$ cat config.mk
export PLATFORM = sky130hd
export DESIGN_NAME = inst_mem_sync_flat
export DESIGN_NICKNAME = d
export VERILOG_FILES = /design/src/rtl/inst_mem_sync_if.sv /design/src/rtl/inst_mem_sync.sv /design/src/flat_wrapper.sv
export SDC_FILE = /design/constraint.sdc
export NUM_CORES = 2
export LEC_CHECK = 0
export CAP_MARGIN = 20
export CORE_ASPECT_RATIO = 0.6
export CORE_MARGIN = 2
export CORE_UTILIZATION = 50
export CTS_CLUSTER_SIZE = 12
export DETAILED_ROUTE_END_ITERATION = 12
export PLACE_DENSITY_LB_ADDON = 0.1
export SYNTH_ARGS = -nofsm -noshare
export SYNTH_HDL_FRONTEND = slang
export SYNTH_SLANG_ARGS = --single-unit
$ cat constraint.sdc
create_clock -name clk -period 2.06 [get_ports clk]
set_clock_uncertainty 0.05 [all_clocks]
set_input_delay 0.515 -clock clk [delete_from_list [all_inputs] [get_ports clk]]
set_output_delay 0.515 -clock clk [all_outputs]
set_load 0.05 [all_outputs]
$ cat src/rtl/inst_mem_sync_if.sv
// Fetch/response/program-load bundle between the fetch stage and the instruction memory.
// master = fetch/loader side, slave = memory side.
interface inst_mem_sync_if #(
    parameter int ADDR_W = 8,
    parameter int DATA_W = 32
);
    logic              req_valid;
    logic              req_ready;
    logic [ADDR_W-1:0] req_addr;
    logic              rsp_valid;
    logic              rsp_ready;
    logic [DATA_W-1:0] rsp_instr;
    logic [1:0]        rsp_fault;
    logic              ld_en;
    logic [ADDR_W-1:0] ld_addr;
    logic [DATA_W-1:0] ld_data;
    logic              ld_err;

    modport master (
        output req_valid, req_addr, rsp_ready, ld_en, ld_addr, ld_data,
        input  req_ready, rsp_valid, rsp_instr, rsp_fault, ld_err
    );

    modport slave (
        input  req_valid, req_addr, rsp_ready, ld_en, ld_addr, ld_data,
        output req_ready, rsp_valid, rsp_instr, rsp_fault, ld_err
    );
endinterface

$ cat src/rtl/inst_mem_sync.sv
// Instruction memory with one-cycle registered fetch response, held under back-pressure,
// plus a program-load write port with alignment/range checking on both ports.
module inst_mem_sync #(
    parameter int                ADDR_W = 8,
    parameter int                DATA_W = 32,
    parameter int                DEPTH  = 64,
    parameter logic [DATA_W-1:0] NOP    = DATA_W'(32'h00000013)
) (
    input  logic              clk,
    input  logic              rst_n,
    inst_mem_sync_if.slave    bus
);
    localparam int OFS  = $clog2(DATA_W / 8);
    localparam int WI_W = ADDR_W - OFS;
    localparam int MI_W = (DEPTH > 1) ? $clog2(DEPTH) : 1;
    localparam logic [WI_W:0] DEPTH_L = (WI_W + 1)'(DEPTH);

    // Bit 0: misaligned, bit 1: word index beyond the array.
    function automatic logic [1:0] addr_fault(input logic [ADDR_W-1:0] addr);
        logic [WI_W:0] widx;
        widx = {1'b0, addr[ADDR_W-1:OFS]};
        return {(widx >= DEPTH_L), (addr[OFS-1:0] != {OFS{1'b0}})};
    endfunction

    function automatic logic [MI_W-1:0] mem_idx(input logic [ADDR_W-1:0] addr);
        return addr[OFS +: MI_W];
    endfunction

    logic [DATA_W-1:0] mem_r [DEPTH];

    logic              rsp_valid_r;
    logic [DATA_W-1:0] rsp_instr_r;
    logic [1:0]        rsp_fault_r;
    logic              ld_err_r;

    logic              req_ready_s;
    logic              accept_s;
    logic [1:0]        req_fault_s;
    logic [1:0]        ld_fault_s;
    logic              ld_ok_s;
    logic [DATA_W-1:0] rd_word_s;

    // Handshake, fault classification and read-data selection.
    always_comb begin
        req_ready_s = 1'b0;
        accept_s    = 1'b0;
        req_fault_s = 2'b00;
        ld_fault_s  = 2'b00;
        ld_ok_s     = 1'b0;
        rd_word_s   = NOP;

        req_ready_s = !rsp_valid_r || bus.rsp_ready;
        accept_s    = bus.req_valid && req_ready_s;
        req_fault_s = addr_fault(bus.req_addr);
        ld_fault_s  = addr_fault(bus.ld_addr);
        ld_ok_s     = bus.ld_en && (ld_fault_s == 2'b00);
        if (req_fault_s == 2'b00) begin
            rd_word_s = mem_r[mem_idx(bus.req_addr)];
        end else begin
            rd_word_s = NOP;
        end
    end

    // Response register: loads on accept, empties when taken without a new accept.
    always_ff @(posedge clk or negedge rst_n) begin
        if (!rst_n) begin
            rsp_valid_r <= 1'b0;
            rsp_instr_r <= {DATA_W{1'b0}};
            rsp_fault_r <= 2'b00;
            ld_err_r    <= 1'b0;
        end else begin
            if (accept_s) begin
                rsp_valid_r <= 1'b1;
                rsp_instr_r <= rd_word_s;
                rsp_fault_r <= req_fault_s;
            end else if (bus.rsp_ready) begin
                rsp_valid_r <= 1'b0;
            end
            ld_err_r <= bus.ld_en && !ld_ok_s;
        end
    end

    // Array write; the read above sees the pre-edge word, giving read-before-write.
    always_ff @(posedge clk) begin
        if (ld_ok_s) begin
            mem_r[mem_idx(bus.ld_addr)] <= bus.ld_data;
        end
    end

    assign bus.req_ready = req_ready_s;
    assign bus.rsp_valid = rsp_valid_r;
    assign bus.rsp_instr = rsp_instr_r;
    assign bus.rsp_fault = rsp_fault_r;
    assign bus.ld_err    = ld_err_r;
endmodule

$ cat src/flat_wrapper.sv
// flat-port wrapper written by rule: the top's interface ports become plain ports
module inst_mem_sync_flat 
#(
    parameter int                ADDR_W = 8,
    parameter int                DATA_W = 32,
    parameter int                DEPTH  = 64,
    parameter logic [DATA_W-1:0] NOP    = DATA_W'(32'h00000013)
)
  (clk, rst_n, bus_req_valid, bus_req_addr, bus_rsp_ready, bus_ld_en, bus_ld_addr, bus_ld_data, bus_req_ready, bus_rsp_valid, bus_rsp_instr, bus_rsp_fault, bus_ld_err);
  inst_mem_sync_if #(.ADDR_W(ADDR_W), .DATA_W(DATA_W)) bus_i ();
  input  logic clk;
  input  logic rst_n;
  input wire logic [$bits(bus_i.req_valid)-1:0] bus_req_valid;
  input wire logic [$bits(bus_i.req_addr)-1:0] bus_req_addr;
  input wire logic [$bits(bus_i.rsp_ready)-1:0] bus_rsp_ready;
  input wire logic [$bits(bus_i.ld_en)-1:0] bus_ld_en;
  input wire logic [$bits(bus_i.ld_addr)-1:0] bus_ld_addr;
  input wire logic [$bits(bus_i.ld_data)-1:0] bus_ld_data;
  output wire logic [$bits(bus_i.req_ready)-1:0] bus_req_ready;
  output wire logic [$bits(bus_i.rsp_valid)-1:0] bus_rsp_valid;
  output wire logic [$bits(bus_i.rsp_instr)-1:0] bus_rsp_instr;
  output wire logic [$bits(bus_i.rsp_fault)-1:0] bus_rsp_fault;
  output wire logic [$bits(bus_i.ld_err)-1:0] bus_ld_err;
  assign bus_i.req_valid = bus_req_valid;
  assign bus_i.req_addr = bus_req_addr;
  assign bus_i.rsp_ready = bus_rsp_ready;
  assign bus_i.ld_en = bus_ld_en;
  assign bus_i.ld_addr = bus_ld_addr;
  assign bus_i.ld_data = bus_ld_data;
  assign bus_req_ready = bus_i.req_ready;
  assign bus_rsp_valid = bus_i.rsp_valid;
  assign bus_rsp_instr = bus_i.rsp_instr;
  assign bus_rsp_fault = bus_i.rsp_fault;
  assign bus_ld_err = bus_i.ld_err;
  inst_mem_sync #(.ADDR_W(ADDR_W), .DATA_W(DATA_W), .DEPTH(DEPTH), .NOP(NOP)) u_core (.clk(clk), .rst_n(rst_n), .bus(bus_i));
endmodule
Yosys cells after proc, flatten, opt, wreduce, memory -nomap -nowiden --
Memories as Yosys holds them, arrays and structs flattened. Index checks and enable logic that the tools add are counted.
Cells by class: mux-type cells 5, bitwise operators 1, reductions and logical operators 9
Operators by type and width (count):
- 32-bit two-way mux | 1
- 2-bit nonzero test | 3
- 1-bit two-way mux | 4
- 1-bit logical AND | 3
- 1-bit logical NOT | 2
- 1-bit logical OR | 1
- 1-bit inverter | 1
Word-level totals: flip-flop bits (word level) 35, RAM bits 2048, input port bits 53, output and inout port bits 37, word-level logic and storage cells 20, memories kept 1
Memory list:
- u_core.mem_r | words 64, bits a word 32, read ports 1, clocked after Yosys merged registers in 0, write ports 1, RTL line inst_mem_sync.sv:29 | logic [DATA_W-1:0] mem_r [DEPTH];

Depth between registers and ports, before layout --
depth after elaboration 5, mapped depth 10, gate-level depth less buffers 5

Least setup slack after synthesis --
Ideal clock, no wire load.
kind input -> register, start point input port bus_ld_addr[5], end point memory u_core.mem_r[10][0] (enable), setup time 421 ps, arrival 2695 ps, data required time 1589 ps, path slack -1106 ps, cell stages on the path 4, path buffers 2, path through clkbuf_1 or3b_2 clkbuf_1 nor2_1
RTL lines:
- from (decl) | RTL line flat_wrapper.sv:17 | input wire logic [$bits(bus_i.ld_addr)-1:0] bus_ld_addr;
- to (decl) | RTL line inst_mem_sync.sv:29
Straight into the memory's write port.

Final worst setup path --
start point register u_core.rsp_valid_r (netlist: u_core.bus.rsp_valid), end point output port bus_req_ready
Between the ends: longest elaborated chain between the ends 2
RTL lines:
- from (decl) | RTL line inst_mem_sync.sv:31 | logic rsp_valid_r;
- from (signal assigned) | RTL line inst_mem_sync.sv:67 | rsp_valid_r <= 1'b0;
- from (signal assigned) | RTL line inst_mem_sync.sv:73 | rsp_valid_r <= 1'b1;
- from (signal assigned) | RTL line inst_mem_sync.sv:77 | rsp_valid_r <= 1'b0;
- 1-bit logical NOT | RTL line inst_mem_sync.sv:52 | req_ready_s = !rsp_valid_r || bus.rsp_ready;
- 1-bit logical OR | RTL line inst_mem_sync.sv:52
- to (decl) | RTL line flat_wrapper.sv:19 | output wire logic [$bits(bus_i.req_ready)-1:0] bus_req_ready;
No other way between the ends.

==> run_results.csv <==
group,metric,value,unit
run_status,outcome,"finished, violations left",
run_status,violations,"negative setup slack",
pwr,ir_worst_vdd,0.897,mV
placement,place_hpwl,138,mm
die,die_w,518,um
synthesis,seq_area_frac_synth,0.787,
die,fp.dieH,312,um
worst_setup_path,crit_type,"reg2out",
worst_setup_path,critPathMaxFanout,2,
placement,place.gp.congestion,0.823,
global_routing,grt_max_degree,65,
pwr,combPwrFrac,0.060,
timing,tightest_slew,0.600,ns
synthesis,synthTopCellsByCount,"2,048 x edfxtp_1, 523 x mux4_2, 107 x nor2_1, 79 x mux2i_1, 65 x clkbuf_1",
worst_setup_path,end_kind,"primary output",
detailed_routing,wl_per_cell,33.8,um
clocking,cts_tree,"yes",
timing,fin_ws,-0.0521,ns
die,core,158000,um^2
global_routing,grt_busiest_layer,"met1",
global_routing,first_global_vias,40963,
synthesis,synthesis.area,79300,um^2
placement,post-place-ws,-0.997,ns
detailed_routing,viasPerCell,6.28,
worst_setup_path,cp_data_arrival_time,1.55,ns
worst_setup_path,reg2reg_slack,0.03,ns
global_routing,grt_pass1_wl,305,mm
global_routing,use_met1,0.402,
clocking,worstSkewPairLatency,0.83,ns
global_routing,grt-ovfl-total,0,
timing,fmax,473,MHz
worst_setup_path,startpoint_type,"flip-flop",
synthesis,synth_top_area_share,0.776,
detailed_routing,detail-route-antenna-nets,0,
timing,slew-limit-headroom,0.600,
synthesis,synth_edf_count,2048,
timing,finalSetupViolations,6,
final_layout,area.sequential,62400,um^2
worst_setup_path,reg2regPathDepth,6,
synthesis,yosysMostFrequentCell,"edfxtp_1",
synthesis,synth_nets,3456,
clocking,cts_sinks,2083,
timing,finalMaxSlewViolations,0,
global_routing,antenna_found_initial,6,
detailed_routing,drtIter0Drc,5015,
final_layout,nets,4210,
timing,whs,0.0412,ns
die,num_rows,113,
synthesis,yosysWarnings,0,
clocking,ctsRootBufferMaster,"clkbuf_16",
pwr,power_density,886,nW/um^2
synthesis,synth_flop_cell,"edfxtp_1",
final_layout,drive_above_1_share,0.379,
timing,fin_crit_sh,1.03,
worst_setup_path,worstSetupEndpoint,"bus_req_ready",
detailed_routing,route.vias.total,40187,
detailed_routing,dr.pass1.iters,6,
worst_setup_path,r2r-end,"u_core.bus.rsp_instr[14]",
pwr,switching_share,0.212,
detailed_routing,wirelength,217,mm
synthesis,ys_types,48,
final_layout,postLayoutCoreUtil,0.606,
pwr,p_sw,18.0,mW
pwr,pwr-share-clk,0.386,
global_routing,grtUsageMet2,0.393,
final_layout,syn2layout_area_growth,20.6,%
clocking,cts-htree-levels,4,
timing,rsz0062_at_grt,"true",
run,drv_cap,0,
pwr,p_seq_frac,0.553,
die,die-area,162000,um^2
synthesis,async_reset_ff_frac,0.0168,
die,start_util,0.502,
synthesis,synth_top_area_cell,"edfxtp_1",
timing,fin_crit,2.11,ns
clocking,path_clk_slew,0.06,ns
clocking,clockBufferDepth,3,
placement,portBuffers,88,
worst_setup_path,worstSetupStartpoint,"u_core.bus.rsp_valid",
clocking,numCtsBuffers,195,
global_routing,grtUsageTotal,0.269,
timing,hold_viol,0,
die,io_pins,90,
final_layout,fill_cells,10959,
worst_setup_path,reg2reg_from,"u_core.mem_r[45][14]",
min_path,hp-class,"in2reg",
final_layout,multi_input_area,16500,um^2
synthesis,syn_inst,3403,
worst_setup_path,cp.required,1.49,ns
global_routing,met3_usage,0.0762,
pwr,leakage,30.9,nW
synthesis,synthTopCellsByArea,"edfxtp_1 78%, mux4_2 15%, dfrtp_1 1.1%",
synthesis,ys_ff_latch,2083,
pwr,p_int,66.7,mW
detailed_routing,drcViolationCount,0,
synthesis,synth.avg_cell_area,23.3,um^2
-- state kept, by name, summed over array words and instances (netlist names) --
signal,flops
u_core.bus.ld_err,1
u_core.bus.rsp_fault,1
u_core.bus.rsp_instr,32
u_core.bus.rsp_valid,1
u_core.mem_r,2048
-- critical path, stage by stage (launching register included) --
cell and delay [ns]:
dfrtp_1 0.39, nand2b_1 0.10, buf_4 0.12, buf_12 0.12
-- worst min-delay path by stage --
stage                     from                    to  slack (ns)  cells past startpoint
6_report       bus_ld_data[22]   u_core.mem_r[4][22]        0.04                      1
5_1_grt        bus_ld_data[19]   u_core.mem_r[4][19]       0.003                      1
4_1_cts        bus_ld_data[25]  u_core.mem_r[14][25]        0.02                      1
3_5_place_dp             rst_n     u_core.bus.ld_err        0.46                      2
3_3_place_gp             rst_n     u_core.bus.ld_err        0.46                      2
2_1_floorplan            rst_n     u_core.bus.ld_err        0.17                      0
-- through the flow --
step / instances / setup TNS, ns / power (mW) / instance area [um^2]
floorplan: 3403 / -597.67 / 50.1 / 79800
CTS: 6393 / -0.767 / 85.2 / 95400
detailed placement: 6074 / -1013.32 / 52.7 / 89600
global route: 6403 / -0.621 / 87.1 / 95600
finish: 6403 / -0.139 / 84.7 / 95600
global placement: 6074 / -876.49 / 52.6 / 89600
-- timing repair --
action	in CTS	in global routing
setup endpoints to repair	46	37
setup buffers	5	1
hold buffers	1	1
gates resized for setup	63	27
hold endpoints to repair	35	8
pin swaps	0	4
-- placed cells by master, fill, tap and decap left out, types with 20 or more instances in the layout --
cell type and n:
buf_6 26, nand2_1 49, edfxtp_1 2048, buf_2 33, nor2_1 40, mux2i_1 79
a21oi_1 20, clkbuf_1 97, buf_4 442, a22oi_1 57, clkbuf_16 199, nand3_1 35
o21ai_0 36, buf_12 217, mux2_2 34, a221o_1 20, mux4_2 523, nor2_4 67
dfrtp_2 22
-- power by group through the flow --
stage               combinational (mW)  clock [mW]  sequential (mW)
finish                            5.11        32.7             46.8
floorplan                         2.18           0             47.9
detailed placement                5.02           0             47.7
CTS                               5.10        33.3             46.8
global placement                  4.91           0             47.7
global route                      5.40        34.9             46.8
-- kinds of logic after synthesis --
logic type,synth area share
simple gates,0.0141
buf+inv,0.0127
flops,0.787
mux,0.163
other cells,0.0000473
compound gates,0.0229
-- layout make-up --
| class | instances | share of cell area |
|---|---|---|
| sequential | 2083 | 0.653 |
| multi-input combinational | 1130 | 0.173 |
| timing repair buffer | 746 | 0.0887 |
| antenna | 2 | 0.0000523 |
| clock buffer | 298 | 0.0562 |
| clock inverter | 16 | 0.00162 |
| inverter | 1 | 0.0000393 |
| tap | 2127 | 0.0278 |
-- metal layers --
metal | share of wire | vias to the layer above
li1 | - | 16108
met1 | 0.42 | 21664
met2 | 0.45 | 2116
met3 | 0.10 | 293
met4 | 0.023 | 6
met5 | 0.00017 | -
Power figures use the tool's default switching activity.
